## src/rtl/winograd_tile_scheduler_if.sv

```systemverilog
`default_nettype none
// ============================================================================
// Module   : winograd_tile_scheduler_if
// Brief    : Control, fetch and PE-issue signals of the Winograd tile scheduler.
// Revision : 1.0 - initial release
// ============================================================================
interface winograd_tile_scheduler_if #(
    parameter int IDX_W = 9,
    parameter int OD_W  = 8
);
    logic             start;
    logic [IDX_W-1:0] cfg_height;
    logic [IDX_W-1:0] cfg_width;
    logic [OD_W-1:0]  cfg_od;
    logic             cfg_size_type;
    logic             busy;
    logic             done;
    logic             err_cfg;
    logic             wt_req;
    logic [OD_W-1:0]  wt_od;
    logic             wt_ack;
    logic             in_req;
    logic [IDX_W-1:0] in_h_idx;
    logic [IDX_W-1:0] in_w_idx;
    logic             in_ack;
    logic             pe_input_valid;
    logic             pe_weight_valid;
    logic             pe_ready;
    logic [IDX_W-1:0] pe_height_index;
    logic [IDX_W-1:0] pe_width_index;
    logic [OD_W-1:0]  pe_od;

    // Scheduler side
    modport master (
        input  start, cfg_height, cfg_width, cfg_od, cfg_size_type,
        input  wt_ack, in_ack, pe_ready,
        output busy, done, err_cfg,
        output wt_req, wt_od, in_req, in_h_idx, in_w_idx,
        output pe_input_valid, pe_weight_valid,
        output pe_height_index, pe_width_index, pe_od
    );

    // Layer control, buffers and PE chain side
    modport slave (
        output start, cfg_height, cfg_width, cfg_od, cfg_size_type,
        output wt_ack, in_ack, pe_ready,
        input  busy, done, err_cfg,
        input  wt_req, wt_od, in_req, in_h_idx, in_w_idx,
        input  pe_input_valid, pe_weight_valid,
        input  pe_height_index, pe_width_index, pe_od
    );
endinterface
`default_nettype wire

```

## src/rtl/winograd_tile_scheduler.sv

```systemverilog
`default_nettype none
// ============================================================================
// Module   : winograd_tile_scheduler
// Brief    : Walks od / tile-row / tile-column, fetches weight and input tiles
//            and issues each pair to the PE chain head. Optional macro
//            SCHED_PERF_CNT_EN adds perf_tiles / perf_stall counters.
// Revision : 1.0 - initial release
// ============================================================================
module winograd_tile_scheduler #(
    parameter int IDX_W = 9,
    parameter int OD_W  = 8
) (
    input  wire logic                 clk,
    input  wire logic                 reset,
    winograd_tile_scheduler_if.master bus
`ifdef SCHED_PERF_CNT_EN
    ,
    output logic [31:0]               perf_tiles,
    output logic [31:0]               perf_stall
`endif
);

    typedef enum logic [2:0] {
        S_IDLE     = 3'd0,
        S_LOAD_W   = 3'd1,
        S_FETCH_IN = 3'd2,
        S_ISSUE    = 3'd3,
        S_DONE     = 3'd4
    } state_t;

    localparam logic [IDX_W:0] c_step_3x3 = (IDX_W+1)'(4);
    localparam logic [IDX_W:0] c_step_1x1 = (IDX_W+1)'(6);

    state_t           state_q, state_d;
    logic [OD_W-1:0]  od_q, od_d;
    logic [IDX_W-1:0] h_q, h_d;
    logic [IDX_W-1:0] w_q, w_d;
    logic [IDX_W-1:0] height_q, height_d;
    logic [IDX_W-1:0] width_q, width_d;
    logic [OD_W-1:0]  cfg_od_q, cfg_od_d;
    logic             size_type_q, size_type_d;
    logic             err_q, err_d;

    logic             w_start_accept;
    logic [IDX_W:0]   w_step;
    logic [IDX_W:0]   w_h_next;
    logic [IDX_W:0]   w_w_next;
    logic [OD_W:0]    w_od_next;
    logic             w_h_last;
    logic             w_w_last;
    logic             w_od_last;

    assign w_start_accept = (state_q == S_IDLE) && bus.start;
    assign w_step         = size_type_q ? c_step_3x3 : c_step_1x1;

    // One extra bit keeps the last-tile test exact at the 511 maximum
    assign w_h_next  = {1'b0, h_q} + w_step;
    assign w_w_next  = {1'b0, w_q} + w_step;
    assign w_od_next = {1'b0, od_q} + (OD_W+1)'(1);
    assign w_h_last  = w_h_next >= {1'b0, height_q};
    assign w_w_last  = w_w_next >= {1'b0, width_q};
    assign w_od_last = w_od_next >= {1'b0, cfg_od_q};

    always_comb begin
        state_d     = state_q;
        od_d        = od_q;
        h_d         = h_q;
        w_d         = w_q;
        height_d    = height_q;
        width_d     = width_q;
        cfg_od_d    = cfg_od_q;
        size_type_d = size_type_q;
        err_d       = err_q;
        case (state_q)
            S_IDLE: begin
                if (w_start_accept) begin
                    height_d    = bus.cfg_height;
                    width_d     = bus.cfg_width;
                    cfg_od_d    = bus.cfg_od;
                    size_type_d = bus.cfg_size_type;
                    od_d        = '0;
                    h_d         = '0;
                    w_d         = '0;
                    if ((bus.cfg_height == '0) || (bus.cfg_width == '0) || (bus.cfg_od == '0)) begin
                        err_d   = 1'b1;
                        state_d = S_DONE;
                    end else begin
                        err_d   = 1'b0;
                        state_d = S_LOAD_W;
                    end
                end
            end
            S_LOAD_W: begin
                if (bus.wt_ack) state_d = S_FETCH_IN;
            end
            S_FETCH_IN: begin
                if (bus.in_ack) state_d = S_ISSUE;
            end
            S_ISSUE: begin
                if (bus.pe_ready) begin
                    if (!w_w_last) begin
                        w_d     = w_w_next[IDX_W-1:0];
                        state_d = S_FETCH_IN;
                    end else if (!w_h_last) begin
                        w_d     = '0;
                        h_d     = w_h_next[IDX_W-1:0];
                        state_d = S_FETCH_IN;
                    end else if (!w_od_last) begin
                        w_d     = '0;
                        h_d     = '0;
                        od_d    = w_od_next[OD_W-1:0];
                        state_d = S_LOAD_W;
                    end else begin
                        state_d = S_DONE;
                    end
                end
            end
            S_DONE: begin
                err_d   = 1'b0;
                state_d = S_IDLE;
            end
            default: state_d = S_IDLE;
        endcase
    end

    always_ff @(posedge clk or posedge reset) begin
        if (reset) begin
            state_q     <= S_IDLE;
            od_q        <= '0;
            h_q         <= '0;
            w_q         <= '0;
            height_q    <= '0;
            width_q     <= '0;
            cfg_od_q    <= '0;
            size_type_q <= 1'b0;
            err_q       <= 1'b0;
        end else begin
            state_q     <= state_d;
            od_q        <= od_d;
            h_q         <= h_d;
            w_q         <= w_d;
            height_q    <= height_d;
            width_q     <= width_d;
            cfg_od_q    <= cfg_od_d;
            size_type_q <= size_type_d;
            err_q       <= err_d;
        end
    end

    // Indices are gated so every output reads zero outside its own state
    assign bus.busy            = (state_q != S_IDLE);
    assign bus.done            = (state_q == S_DONE);
    assign bus.err_cfg         = (state_q == S_DONE) && err_q;
    assign bus.wt_req          = (state_q == S_LOAD_W);
    assign bus.wt_od           = (state_q == S_LOAD_W) ? od_q : '0;
    assign bus.in_req          = (state_q == S_FETCH_IN);
    assign bus.in_h_idx        = (state_q == S_FETCH_IN) ? h_q : '0;
    assign bus.in_w_idx        = (state_q == S_FETCH_IN) ? w_q : '0;
    assign bus.pe_input_valid  = (state_q == S_ISSUE);
    assign bus.pe_weight_valid = (state_q == S_ISSUE);
    assign bus.pe_height_index = (state_q == S_ISSUE) ? h_q : '0;
    assign bus.pe_width_index  = (state_q == S_ISSUE) ? w_q : '0;
    assign bus.pe_od           = (state_q == S_ISSUE) ? od_q : '0;

`ifdef SCHED_PERF_CNT_EN
    logic [31:0] perf_tiles_q, perf_tiles_d;
    logic [31:0] perf_stall_q, perf_stall_d;
    logic        w_stall;

    assign w_stall = ((state_q == S_LOAD_W)   && !bus.wt_ack) ||
                     ((state_q == S_FETCH_IN) && !bus.in_ack) ||
                     ((state_q == S_ISSUE)    && !bus.pe_ready);

    always_comb begin
        perf_tiles_d = perf_tiles_q;
        perf_stall_d = perf_stall_q;
        if (w_start_accept) begin
            perf_tiles_d = '0;
            perf_stall_d = '0;
        end else begin
            if ((state_q == S_ISSUE) && bus.pe_ready && (perf_tiles_q != '1))
                perf_tiles_d = perf_tiles_q + 32'd1;
            if (w_stall && (perf_stall_q != '1))
                perf_stall_d = perf_stall_q + 32'd1;
        end
    end

    always_ff @(posedge clk or posedge reset) begin
        if (reset) begin
            perf_tiles_q <= '0;
            perf_stall_q <= '0;
        end else begin
            perf_tiles_q <= perf_tiles_d;
            perf_stall_q <= perf_stall_d;
        end
    end

    assign perf_tiles = perf_tiles_q;
    assign perf_stall = perf_stall_q;
`endif

endmodule
`default_nettype wire

```

## src/flat_wrapper.sv

```systemverilog
// flat-port wrapper written by rule: the top's interface ports become plain ports
module winograd_tile_scheduler_flat 
#(
    parameter int IDX_W = 9,
    parameter int OD_W  = 8
)
  (clk, reset, bus_start, bus_cfg_height, bus_cfg_width, bus_cfg_od, bus_cfg_size_type, bus_wt_ack, bus_in_ack, bus_pe_ready, bus_busy, bus_done, bus_err_cfg, bus_wt_req, bus_wt_od, bus_in_req, bus_in_h_idx, bus_in_w_idx, bus_pe_input_valid, bus_pe_weight_valid, bus_pe_height_index, bus_pe_width_index, bus_pe_od);
  winograd_tile_scheduler_if #(.IDX_W(IDX_W), .OD_W(OD_W)) bus_i ();
  input  wire logic clk;
  input  wire logic reset;
  input wire logic [$bits(bus_i.start)-1:0] bus_start;
  input wire logic [$bits(bus_i.cfg_height)-1:0] bus_cfg_height;
  input wire logic [$bits(bus_i.cfg_width)-1:0] bus_cfg_width;
  input wire logic [$bits(bus_i.cfg_od)-1:0] bus_cfg_od;
  input wire logic [$bits(bus_i.cfg_size_type)-1:0] bus_cfg_size_type;
  input wire logic [$bits(bus_i.wt_ack)-1:0] bus_wt_ack;
  input wire logic [$bits(bus_i.in_ack)-1:0] bus_in_ack;
  input wire logic [$bits(bus_i.pe_ready)-1:0] bus_pe_ready;
  output wire logic [$bits(bus_i.busy)-1:0] bus_busy;
  output wire logic [$bits(bus_i.done)-1:0] bus_done;
  output wire logic [$bits(bus_i.err_cfg)-1:0] bus_err_cfg;
  output wire logic [$bits(bus_i.wt_req)-1:0] bus_wt_req;
  output wire logic [$bits(bus_i.wt_od)-1:0] bus_wt_od;
  output wire logic [$bits(bus_i.in_req)-1:0] bus_in_req;
  output wire logic [$bits(bus_i.in_h_idx)-1:0] bus_in_h_idx;
  output wire logic [$bits(bus_i.in_w_idx)-1:0] bus_in_w_idx;
  output wire logic [$bits(bus_i.pe_input_valid)-1:0] bus_pe_input_valid;
  output wire logic [$bits(bus_i.pe_weight_valid)-1:0] bus_pe_weight_valid;
  output wire logic [$bits(bus_i.pe_height_index)-1:0] bus_pe_height_index;
  output wire logic [$bits(bus_i.pe_width_index)-1:0] bus_pe_width_index;
  output wire logic [$bits(bus_i.pe_od)-1:0] bus_pe_od;
  assign bus_i.start = bus_start;
  assign bus_i.cfg_height = bus_cfg_height;
  assign bus_i.cfg_width = bus_cfg_width;
  assign bus_i.cfg_od = bus_cfg_od;
  assign bus_i.cfg_size_type = bus_cfg_size_type;
  assign bus_i.wt_ack = bus_wt_ack;
  assign bus_i.in_ack = bus_in_ack;
  assign bus_i.pe_ready = bus_pe_ready;
  assign bus_busy = bus_i.busy;
  assign bus_done = bus_i.done;
  assign bus_err_cfg = bus_i.err_cfg;
  assign bus_wt_req = bus_i.wt_req;
  assign bus_wt_od = bus_i.wt_od;
  assign bus_in_req = bus_i.in_req;
  assign bus_in_h_idx = bus_i.in_h_idx;
  assign bus_in_w_idx = bus_i.in_w_idx;
  assign bus_pe_input_valid = bus_i.pe_input_valid;
  assign bus_pe_weight_valid = bus_i.pe_weight_valid;
  assign bus_pe_height_index = bus_i.pe_height_index;
  assign bus_pe_width_index = bus_i.pe_width_index;
  assign bus_pe_od = bus_i.pe_od;
  winograd_tile_scheduler #(.IDX_W(IDX_W), .OD_W(OD_W)) u_core (.clk(clk), .reset(reset), .bus(bus_i));
endmodule
```

## config.mk

```make
export PLATFORM = sky130hd
export DESIGN_NAME = winograd_tile_scheduler_flat
export DESIGN_NICKNAME = d
export VERILOG_FILES = /design/src/rtl/winograd_tile_scheduler_if.sv /design/src/rtl/winograd_tile_scheduler.sv /design/src/flat_wrapper.sv
export SDC_FILE = /design/constraint.sdc
export NUM_CORES = 1
export LEC_CHECK = 0
export CORE_ASPECT_RATIO = 1.2
export CORE_UTILIZATION = 51
export CTS_CLUSTER_DIAMETER = 100
export DETAILED_ROUTE_END_ITERATION = 8
export PLACE_DENSITY_LB_ADDON = 0.25
export SETUP_SLACK_MARGIN = 0.3
export SYNTH_ARGS = -nofsm -noshare
export SYNTH_HDL_FRONTEND = slang
export SYNTH_SLANG_ARGS = --single-unit
```

## constraint.sdc

```tcl
create_clock -name clk -period 3.5 [get_ports clk]
set_input_delay 0.525 -clock clk [delete_from_list [all_inputs] [get_ports clk]]
set_output_delay 0.525 -clock clk [all_outputs]
set_load 0.03 [all_outputs]
```

Yosys cells after proc, flatten, opt, wreduce, memory -nomap -nowiden
Index checks and enable logic that the tools add are counted.

Output and inout bits: 59. Input port bits: 33. Flip-flop bits (word level): 57.

Order comparisons: 3. Multiplexer cells: 35. Equal/unequal tests: 13. Add/subtract/negate cells: 3. Reduce and logical (&&, ||, !) cells: 17.

Operators with widths (count): 9-bit 2-to-1 mux (12); 8-bit 2-to-1 mux (7); 9-bit case mux with 2 select lines (2); 3-bit 2-to-1 mux (8); 9-bit by 10-bit adder with 10-bit output (2); 10-bit by 9-bit >= comparator with 1-bit output (2); 9-bit zero test (2); 8-bit case mux with 2 select lines (1); 3-bit case mux with 4 select lines (1); 8-bit by 1-bit adder with 9-bit output (second input constant) (1); 9-bit by 8-bit >= comparator with 1-bit output (1); 8-bit zero test (1); 2-bit inequality test (second input constant) (4); 4-bit AND reduction (2); 3-bit by 2-bit == test with 1-bit output (second input constant) (2); 2-bit by 1-bit inequality test with 1-bit output (second input constant) (3); 6-bit AND reduction (1); 5-bit AND reduction (1); 4-bit inequality test (second input constant) (1); 2-bit AND reduction (2); 2-bit nonzero test (2); 3-bit by 1-bit == test with 1-bit output (second input constant) (1); 3-bit == test (second input constant) (1); 3-bit zero test (1); other kinds (7) (10).

Longest topological paths before layout
Depth in word-level cells: 7. Gate-level depth with buffers: 14. Gate-level depth less buffers: 14.

Worst setup path before layout
Ideal clock, no wire load.

Kind: reg-to-reg. Start point: register u_core.w_q[1]. End point: register u_core.od_q[5]. Buffers on the path: 0. Cell stages (with the launch flop): 14. Setup time: 0.124 ns. Required time: 3.376 ns. Data arrival time: 3.097 ns. Slack: 0.279 ns. Path through: dfrtp_1 ha_1 inv_1 ha_1 and4b_1 and3_1 or2_2 ha_1 o21a_1 o2111ai_1 a21oi_1 o22ai_4 o31a_2 a211o_1.

Cells in the longest elaborated chain, start to end: 4.

Ends and longest elaborated chain: start: declaration (RTL line winograd_tile_scheduler.sv:37) `logic [IDX_W-1:0] w_q, w_d;`; start signal: assignment (RTL line winograd_tile_scheduler.sv:141) `w_q <= w_d;`; 9-bit by 10-bit adder with 10-bit output (RTL line winograd_tile_scheduler.sv:58) `assign w_w_next = {1'b0, w_q} + w_step;`; 10-bit by 9-bit >= comparator with 1-bit output (RTL line winograd_tile_scheduler.sv:61) `assign w_w_last = w_w_next >= {1'b0, width_q};`; 2-bit by 1-bit inequality test with 1-bit output (no line); 6-bit AND reduction (no line); end signal: assignment (RTL line winograd_tile_scheduler.sv:129) `od_q <= '0;`; end signal: assignment (RTL line winograd_tile_scheduler.sv:139) `od_q <= od_d;`; end: declaration (RTL line winograd_tile_scheduler.sv:35) `logic [OD_W-1:0] od_q, od_d;`.

Every way passes these cells. A chain may end at the register's enable or synchronous reset.

Worst setup path in the final report
Start point: register u_core.size_type_q. End point: register u_core.od_q[4].

Cells in the longest elaborated chain, start to end: 5.

Ends and longest elaborated chain: start: declaration (RTL line winograd_tile_scheduler.sv:41) `logic size_type_q, size_type_d;`; start signal: assignment (RTL line winograd_tile_scheduler.sv:145) `size_type_q <= size_type_d;`; 2-bit 2-to-1 mux (*) (RTL line winograd_tile_scheduler.sv:54) `assign w_step = size_type_q ? c_step_3x3 : c_step_1x1;`; 9-bit by 10-bit adder with 10-bit output (on tied branches) (RTL line winograd_tile_scheduler.sv:57, winograd_tile_scheduler.sv:58); 10-bit by 9-bit >= comparator with 1-bit output (on tied branches) (RTL line winograd_tile_scheduler.sv:60, winograd_tile_scheduler.sv:61); 2-bit by 1-bit inequality test with 1-bit output (no line); 6-bit AND reduction (no line) (*).

Every way passes the cells marked *; elsewhere a longest branch is shown, timed or not.

==> impl_metrics.ini <==
[detailed_routing]
wirelength_mm = 10.59
avgViaCountPerCell = 5.678
firstDrtPassIters = 5
post-route-drc-count = 0
wl_per_cell_um = 16.65
drt-initial-drc-count = 179
vias = 3611
antenna_left = 0

[synth]
yosysTopAreaCell = dfrtp_1
ys_ff_latch = 55
synth.area.top_cells = dfrtp_1 (36%), ha_1 (9.5%), and2_1 (7.5%)
async_flop_share_pct = 100.0
post-synth-top-count-cell = dfrtp_1
yosysUniqueCellTypes = 55
syn_avg_cell_area_um2 = 8.634
synth_top_area_share_pct = 35.98
yosys_warnings = 0
synth_common_cells = dfrtp_1 (55), nand2_1 (53), and2_1 (46)
netlist_area_mm2 = 0.003825
synthFlopType = dfrtp_1
synth_enable_flop_cells = 0
syn_inst = 443
yosysSeqAreaShare_pct = 35.98

[timing]
drv_slew = 0
finClkSkew_ns = 0.01150
relSlewSlack_pct = 41.01
worst_pin_slew_ns = 0.8836
min_period_ns = 3.303
period_share_pct = 94.36
rsz0062_at_grt = true
finalSetupViolations = 0
hold_viol = 0
tns_ns = 0
fmax_ghz = 0.3028

[clocking]
clock_sinks = 55
cts.reportedPaths.clkPinSlew_ns = 0.09
worstSkewPairLatency_ns = 0.31
cts_max_level = 2
cts_root_buf = clkbuf_8
clockBufferDepth = 2
cts_buffers = 5
tritoncts = yes

[critical_path]
arrival_ns = 3.50
slowest_stage = or4_4
worst_ep_required_time_ns = 3.69
cp_num_cells = 14
rr_worst_depth = 14
path_cells = inv_2, ha_4, inv_2, ha_4, and3b_4, nand3_4, xnor2_2, ha_1, nand3_2, nor2_4, or4_4, o22ai_4, nor3_4, a221o_1
crit_path_start_kind = flip-flop
slowest_delay_ns = 0.53
critPathTopFamily = simple AND/OR/NAND/NOR gates
critPathMaxFanout = 6
crit_buf_inv = 2
critical_path_class = reg2reg
worstSetupEndpointType = flip-flop

[placed_design]
post-dp-hpwl_mm = 7.729
io_buffer_count = 87
gp_congestion = 0.9466

[global_routing]
grt_usage_pct = 27.91
grt_first_pass_wirelength_mm = 17.08
antenna_found_initial = 0
grt_pass1_vias = 3580
grt_max_degree = 52
grt-ovfl-total = 0

[die]
dieWidth_um = 81.06
row_count = 34
core_area_mm2 = 0.007274
ioPinCount = 92
fp.dieArea_mm2 = 0.007851
initial_core_util_pct = 52.58
die_h_um = 96.87

[final_layout]
final_util_pct = 71.86
nets = 607
multiInputGateArea_mm2 = 0.002401
fillCellCount = 576
area_delta_synth_final_pct = 36.67
num_antenna_cells = 0
regArea_mm2 = 0.001376
drive_gt1_share_pct = 14.29

[hold_path]
hold_path_class = reg2reg
hold_path_depth = 2

[pwr]
vdd_drop_max_mv = 0.4010
p_leak_nw = 2.259
pwr_density_cell_mw_per_mm2 = 790.5

[flow_run]
max_cap_viol_count = 0

[outcome]
status = finished, final reports clean
## where the power goes
| group | switching (mW) | internal [mW] | leakage, nW |
|---|---|---|---|
| sequential | 0.184 | 0.876 | 0.685 |
| clock | 0.207 | 0.141 | 0.0422 |
| combinational | 1.55 | 1.18 | 1.53 |
| total | 1.94 | 2.20 | 2.26 |
## logic make-up after synthesis
logic type | synth area share (%)
multiplexers | 1.374
adder cells (fa/ha/maj) | 9.486
XOR/XNOR | 3.664
other | 0.09804
flip-flops | 35.98
buffers and inverters | 7.000
AO/OA/AOI/OAI | 18.91
AND/OR/NAND/NOR | 23.49
## worst register-to-register path, cell delays in order, from the launching register on
cell and delay (ns):
dfrtp_1 0.38, inv_2 0.10, ha_4 0.14, inv_2 0.04, ha_4 0.15, and3b_4 0.33, nand3_4 0.10, xnor2_2 0.15
ha_1 0.32, nand3_2 0.11, nor2_4 0.04, or4_4 0.53, o22ai_4 0.36, nor3_4 0.12, a221o_1 0.32
## cell type report
class                           count  area share (%)
Tap cell                           90           2.154
Clock buffer                        7           1.460
Inverter                           42           3.016
Clock inverter                      1         0.09574
Sequential cell                    55           26.33
Timing Repair Buffer              114           21.01
Multi-Input combinational cell    327           45.93
## placed cells by master, fill, tap and decap left out, drive strengths merged, types with 3 or more instances in the layout
master,synthesis,final
ha,29,29
a21oi,9,9
a2bb2oi,3,3
nand3,8,8
nor2,24,24
nor4,5,5
nor2b,4,4
and3,7,7
a31oi,4,4
inv,42,42
nor3,11,11
a22o,6,6
nor3b,3,3
a21boi,4,4
o21ai,38,38
o2111ai,3,3
clkbuf,15,7
xor2,5,5
nand2,53,53
dfrtp,55,55
clkdlybuf4s50,0,87
and2,47,47
conb,1,4
buf,7,27
mux2i,3,3
o211ai,7,7
or2,3,3
a211oi,5,5
xnor2,11,11
a221o,6,6
## through the flow
| stage | hold WS, ns | std cells | setup slack, ns | power, mW | area (um2) |
|---|---|---|---|---|---|
| floorplan | 0.4463 | 446 | 0.3007 | 2.643 | 3840 |
| global placement | 0.4620 | 616 | 0.1308 | 3.320 | 4826 |
| detailed placement | 0.4694 | 616 | 0.01375 | 3.415 | 4826 |
| CTS | 0.4932 | 630 | 0.2254 | 3.941 | 5070 |
| global route | 0.5374 | 636 | 0.07005 | 4.463 | 5228 |
| finish | 0.4893 | 636 | 0.1973 | 4.133 | 5228 |
## path summary, 6_finish.rpt
| path | start | slack (ns) | endpoint |
|---|---|---|---|
| worst max register to register | u_core.size_type_q | 0.20 | u_core.od_q[4] |
| max in group asynchronous | reset | 2.12 | u_core.h_q[3] |
| worst max-delay path | u_core.size_type_q | 0.20 | u_core.od_q[4] |
| worst min register to register | u_core.cfg_od_q[0] | 0.49 | u_core.cfg_od_q[0] |
| worst min-delay path | u_core.cfg_od_q[0] | 0.49 | u_core.cfg_od_q[0] |
| min in group asynchronous | reset | 0.71 | u_core.err_q |
## flip-flops by register name (all words and copies together) (netlist names)
signal / count
u_core.state_q: 3
u_core.od_q: 8
u_core.w_q: 8
u_core.height_q: 9
u_core.width_q: 9
u_core.size_type_q: 1
u_core.h_q: 8
u_core.err_q: 1
u_core.cfg_od_q: 8
## metal layers
metal	up-vias	track usage (%)	part of all wire, %
met5	-	0	0
met4	0	7.967	1.8
met3	19	4.623	5.4
met2	124	46.93	52
met1	1739	36.26	40
li1	1729	-	-
## what timing repair did
item                       CTS  global route
setup buffers                6             6
hold buffers                 0             0
setup endpoints to repair   27            35
hold endpoints to repair     0             0
resized for setup           20            20
pin swaps                   13            18
Power figures use the tool's default switching activity.
